===== src/rtl/input_conditioner.sv =====
// Four-channel input front end: two-flop synchronizer, per-channel debounce
// counter, and a level or rising-edge pulse presentation of each clean input.
module input_conditioner #(
    parameter int unsigned DB_CYCLES  = 4,
    parameter int unsigned PULSE_MODE = 0
) (
    input  logic       clk,
    input  logic       rst,
    input  logic [3:0] raw,
    output logic       X1,
    output logic       X2,
    output logic       X3,
    output logic       X4,
    output logic       changed,
    output logic       stable
);

    localparam int unsigned NCH = 4;
    localparam int unsigned CW  = (DB_CYCLES < 2) ? 1 : $clog2(DB_CYCLES + 1);
    localparam logic [CW-1:0] CNT_LAST = CW'(DB_CYCLES - 1);

    logic [NCH-1:0] s1;
    logic [NCH-1:0] s2;
    logic [NCH-1:0] lvl;
    logic [NCH-1:0] pls;
    logic [CW-1:0]  cnt [NCH];

    logic [NCH-1:0] lvl_nxt;
    logic [CW-1:0]  cnt_nxt [NCH];

    // Debounce decision: flip the clean level only after a full run of disagreement.
    always_comb begin
        lvl_nxt = lvl;
        for (int i = 0; i < NCH; i++) begin
            cnt_nxt[i] = '0;
            if (s2[i] != lvl[i]) begin
                if (cnt[i] == CNT_LAST) begin
                    lvl_nxt[i] = s2[i];
                    cnt_nxt[i] = '0;
                end else begin
                    cnt_nxt[i] = cnt[i] + CW'(1);
                end
            end
        end
    end

    // Synchronizer, debounce state, pulse and change strobe registers.
    always_ff @(posedge clk) begin
        if (rst) begin
            s1      <= '0;
            s2      <= '0;
            lvl     <= '0;
            pls     <= '0;
            changed <= 1'b0;
            for (int i = 0; i < NCH; i++) begin
                cnt[i] <= '0;
            end
        end else begin
            s1      <= raw;
            s2      <= s1;
            lvl     <= lvl_nxt;
            pls     <= lvl_nxt & ~lvl;
            changed <= |(lvl_nxt ^ lvl);
            for (int i = 0; i < NCH; i++) begin
                cnt[i] <= cnt_nxt[i];
            end
        end
    end

    // Stable when no channel is mid-count; decoded from counter registers only.
    always_comb begin
        stable = 1'b1;
        for (int i = 0; i < NCH; i++) begin
            if (cnt[i] != '0) begin
                stable = 1'b0;
            end
        end
    end

    // Output format selection; both sources are registers.
    assign X1 = (PULSE_MODE != 0) ? pls[0] : lvl[0];
    assign X2 = (PULSE_MODE != 0) ? pls[1] : lvl[1];
    assign X3 = (PULSE_MODE != 0) ? pls[2] : lvl[2];
    assign X4 = (PULSE_MODE != 0) ? pls[3] : lvl[3];

endmodule


===== config.mk =====
export PLATFORM = sky130hd
export DESIGN_NAME = input_conditioner
export DESIGN_NICKNAME = d
export VERILOG_FILES = /design/src/rtl/input_conditioner.sv
export SDC_FILE = /design/constraint.sdc
export NUM_CORES = 1
export LEC_CHECK = 0
export ABC_AREA = 0
export CAP_MARGIN = 5
export CORE_ASPECT_RATIO = 1.1
export CORE_MARGIN = 1
export CORE_UTILIZATION = 41
export CTS_BUF_LIST = sky130_fd_sc_hd__clkbuf_4 sky130_fd_sc_hd__clkbuf_8 sky130_fd_sc_hd__clkbuf_16
export CTS_CLUSTER_DIAMETER = 120
export DETAILED_ROUTE_END_ITERATION = 10
export PLACE_DENSITY = 0.66
export SETUP_SLACK_MARGIN = 0.05
export SLEW_MARGIN = 10
export SYNTH_ARGS = -nofsm -noshare
export SYNTH_HDL_FRONTEND = slang
export SYNTH_SLANG_ARGS = --single-unit
export TNS_END_PERCENT = 20

===== constraint.sdc =====
create_clock -name clk -period 2.36 [get_ports clk]
set_input_delay 0.236 -clock clk [delete_from_list [all_inputs] [get_ports clk]]
set_output_delay 0.236 -clock clk [all_outputs]
set_load 0.01 [all_outputs]

==> impl_summary.md <==
Layout
The count of antenna diodes in the layout is 0. The area overhead of the layout relative to synthesis is 16.8%. The most frequent standard cell in the layout excluding fill and tap cells is dfxtp_1.

The share of layout cells above drive strength 1 is 0.184. The final core utilization is 0.518. The number of standard cells in the final layout excluding fillers is 144. In the layout the commonest cells are dfxtp_1, inv_1, nor2_2, ha_1, clkdlybuf4s50_1.

The final instance area is 0.00120 sq mm. The final net count is 133.

CTS
The number of buffers inserted for hold repair after clock tree synthesis is 0. The number of levels the H-tree was split into is 1. Post-CTS repair changed the size of 0 cells. TritonCTS built the clock tree.

TritonCTS created 3 clock buffers. CTS placed an instance of clkbuf_4 at the clock tree root. The clock passes through at most 2 buffers. Clock-pin slew was measured on the worst setup and hold paths at 0.12 ns.

Once the clock tree was built, the setup fixing pass inserted 0 buffers. Clock tree synthesis found a total of 25 sinks. The clock network latency to the later pin of the worst-skew pair is 0.30 ns.

Detailed routing
In this run the remaining antenna-violating nets after routing total 0. In this run, the number of DRC markers left after iteration 0 of detailed routing was 4. The mean routed wirelength per cell is 9.55 microns. Dividing the detail-routed via count by the number of cells gives 4.21. The number of detailed-route iterations in the first pass is 2. Wires add up to 1.38 mm. The number of remaining DRC errors is 0. The final route contains 606 vias.

STA
The maximum clock frequency is 0.512 GHz. In the finished design, the share of the clock period the worst path needs comes to 0.828. Summed over all failing endpoints, the final setup total negative slack is 0 ns. The hold violation count in the final report is 0. The count of endpoints failing setup in the final report is 0.

Headroom to the max-slew limit came out at 0.632. Final hold analysis gives a worst-case slack of 0.454 ns. The transition at the pin with the smallest max-transition slack is 0.550 ns. The number of pins with negative max-slew slack in the final report is 0.

Clock skew on the completed layout was measured at 0.00325 ns. Setup repair after global routing left no endpoint under its margin. Once routing completed, OpenROAD measured the worst setup slack at 0.406 ns. The final critical delay including setup and external delays is 1.95 ns.

Critical path
The endpoint identified for the worst register-to-register timing path is cnt[2][2]. The signal on the critical path passes through inv_1 > ha_1 > nand4_1 > nor4_1 > clkdlybuf4s50_1. The number of cells on the worst reg-to-reg path is 4. In this run the critical register-to-register path is launched from cnt[2][0]. For flop-to-flop paths, the worst setup slack is 1.00 ns.

By startpoint and endpoint, the worst setup path is classified as flip-flop to output port. The library cell contributing the largest single delay on the critical path is clkdlybuf4s50_1. The data arrival time of the critical path is 1.72 ns. On the critical path the largest part of the delay comes from buffers and inverters.

The sort of element at the start of the critical path is a flip-flop. The number of buffer and inverter stages on the critical path is 2. At the worst endpoint, the required time is 2.12 ns. For this run, the slowest stage of the critical path takes 0.58 ns. The most critical setup path has its startpoint at cnt[2][0]. STA classifies the critical path endpoint as an output port.

The maximum fanout along the worst path is 3.

Global routing
The initial antenna violation count is 0. The overall track demand over capacity in global routing is 0.123. The via count of the first global-routing pass is 608. Summed over all layers, the global routing overflow is 0. Entering global routing, the biggest net connects 18 pins. The first global-routing pass estimated 2.47 mm of wire.

Power and ir drop
The leakage power of the design is 0.449 nW. Summing internal, switching and leakage power gives 0.663 mW. The clock network fraction of design power is 0.291.

The design internal power is 0.529 mW. In this run the power spent charging and discharging nets is 0.134 mW. The largest vdd supply drop is 0.000361 V.

The power share of the sequential group is 0.656. The power per standard cell area is 551 mW/mm^2. The fraction of power spent switching nets is 0.203. The power share of the combinational group is 0.054.

Hold path
The beginning of the worst hold path is s1[1]. In this run the worst hold path is classified as flip-flop to flip-flop. The endpoint with the worst hold slack is s2[1]. Along the worst hold path, the cell count comes to 1.

Placement
Detailed placement finished with a half-perimeter wire length of 1.06 mm. After detailed placement, the design holds a cell count of 140. Once placement finished, the instance area stood at 0.00117 sq mm. The count of buffers added on input and output ports is 11.

OpenSTA, run right after detailed placement, puts the worst setup slack at 0.732 ns. Routability-driven placement finished with a final weighted congestion of 0.701.

Logic synthesis
The proportion of synthesized chip area in sequential cells is 0.486. The per-instance average area after synthesis is 10.3 sq um. When the netlist entered floorplanning its net count stood at 118. During synthesis, Yosys emitted a total of 0 warnings. The number of unique standard cell types used by synthesis is 15.

The cell area after synthesis is 0.00103 sq mm. Synthesis handed over a netlist of 100 instances. Synthesis inferred 25 register bits.

Floorplanning
Pin placement for this block handled 12 I/O pins. The floorplan has 18 rows. The core box area is 0.00232 sq mm. For this configuration, the core starts out at a cell density of 0.444. The die area is 0.00272 sq mm. The die boundary width is 49.8 microns. The height of the die is 54.6 microns.

Flow run
Across the run, the number of max-cap violations was 0.

Status
The run finished with clean final reports.
==> worst max path at each step <==
stage / endpoint / slack [ns] / cells after the start
floorplan: cnt[1][0] / 1.11 / 4
global placement: stable / 0.75 / 5
detailed placement: cnt[2][2] / 0.73 / 3
CTS: stable / 0.37 / 5
global route: stable / 0.19 / 5
finish: stable / 0.41 / 5
==> registers in the layout, summed over array words and instances (netlist names) <==
register  flops
s1            4
s2            4
lvl           4
cnt          12
changed       1
==> power by group through the flow <==
stage | Combinational [mW] | Clock (mW) | Sequential [mW]
after floorplan | 0.0209 | 0 | 0.443
after global placement | 0.0355 | 0 | 0.444
after detailed placement | 0.0360 | 0 | 0.444
after CTS | 0.0362 | 0.205 | 0.435
after global routing | 0.0406 | 0.222 | 0.436
final | 0.0356 | 0.193 | 0.435
==> synth_stat cells <==
library cell | instances | share of area
dfxtp_1 | 25 | 0.49
inv_1 | 20 | 0.073
ha_1 | 12 | 0.15
nor2_2 | 12 | 0.073
nor2b_1 | 8 | 0.049
mux2i_1 | 4 | 0.039
nor2_1 | 4 | 0.015
or3_4 | 4 | 0.044
xnor2_1 | 4 | 0.034
o22ai_1 | 2 | 0.012
buf_2 | 1 | 0.0049
nand2_1 | 1 | 0.0036
nand4_1 | 1 | 0.0061
nor4_1 | 1 | 0.0061
o21ba_2 | 1 | 0.0097
==> kinds of logic after synthesis <==
kind of cell | count (synthesis) | synth area share
adders and majority gates | 12 | 0.146
buffers and inverters | 21 | 0.0778
DFF | 25 | 0.486
xor gates and xnor gates | 4 | 0.0340
and+or+nand+nor | 31 | 0.196
AOI/OAI and AO/OA | 3 | 0.0219
muxes | 4 | 0.0389
==> per-layer routing <==
metal  vias to the layer above  share of wire  wire (microns)  GRT usage
met5                         -              0               0          0
met4                         0         0.0044               6     0.0571
met3                         2          0.029              40     0.0167
met2                        10           0.47             647      0.207
met1                       262           0.49             680      0.158
li1                        332              -               -          -
==> cell type report <==
type	count	area [sq um]
fill	222	1120
sequential	25	500
multi-input combinational	54	449
timing repair buffer	11	110
inverter	20	75.1
tap	30	37.5
clock buffer	4	30.0
Power figures use the tool's default switching activity.
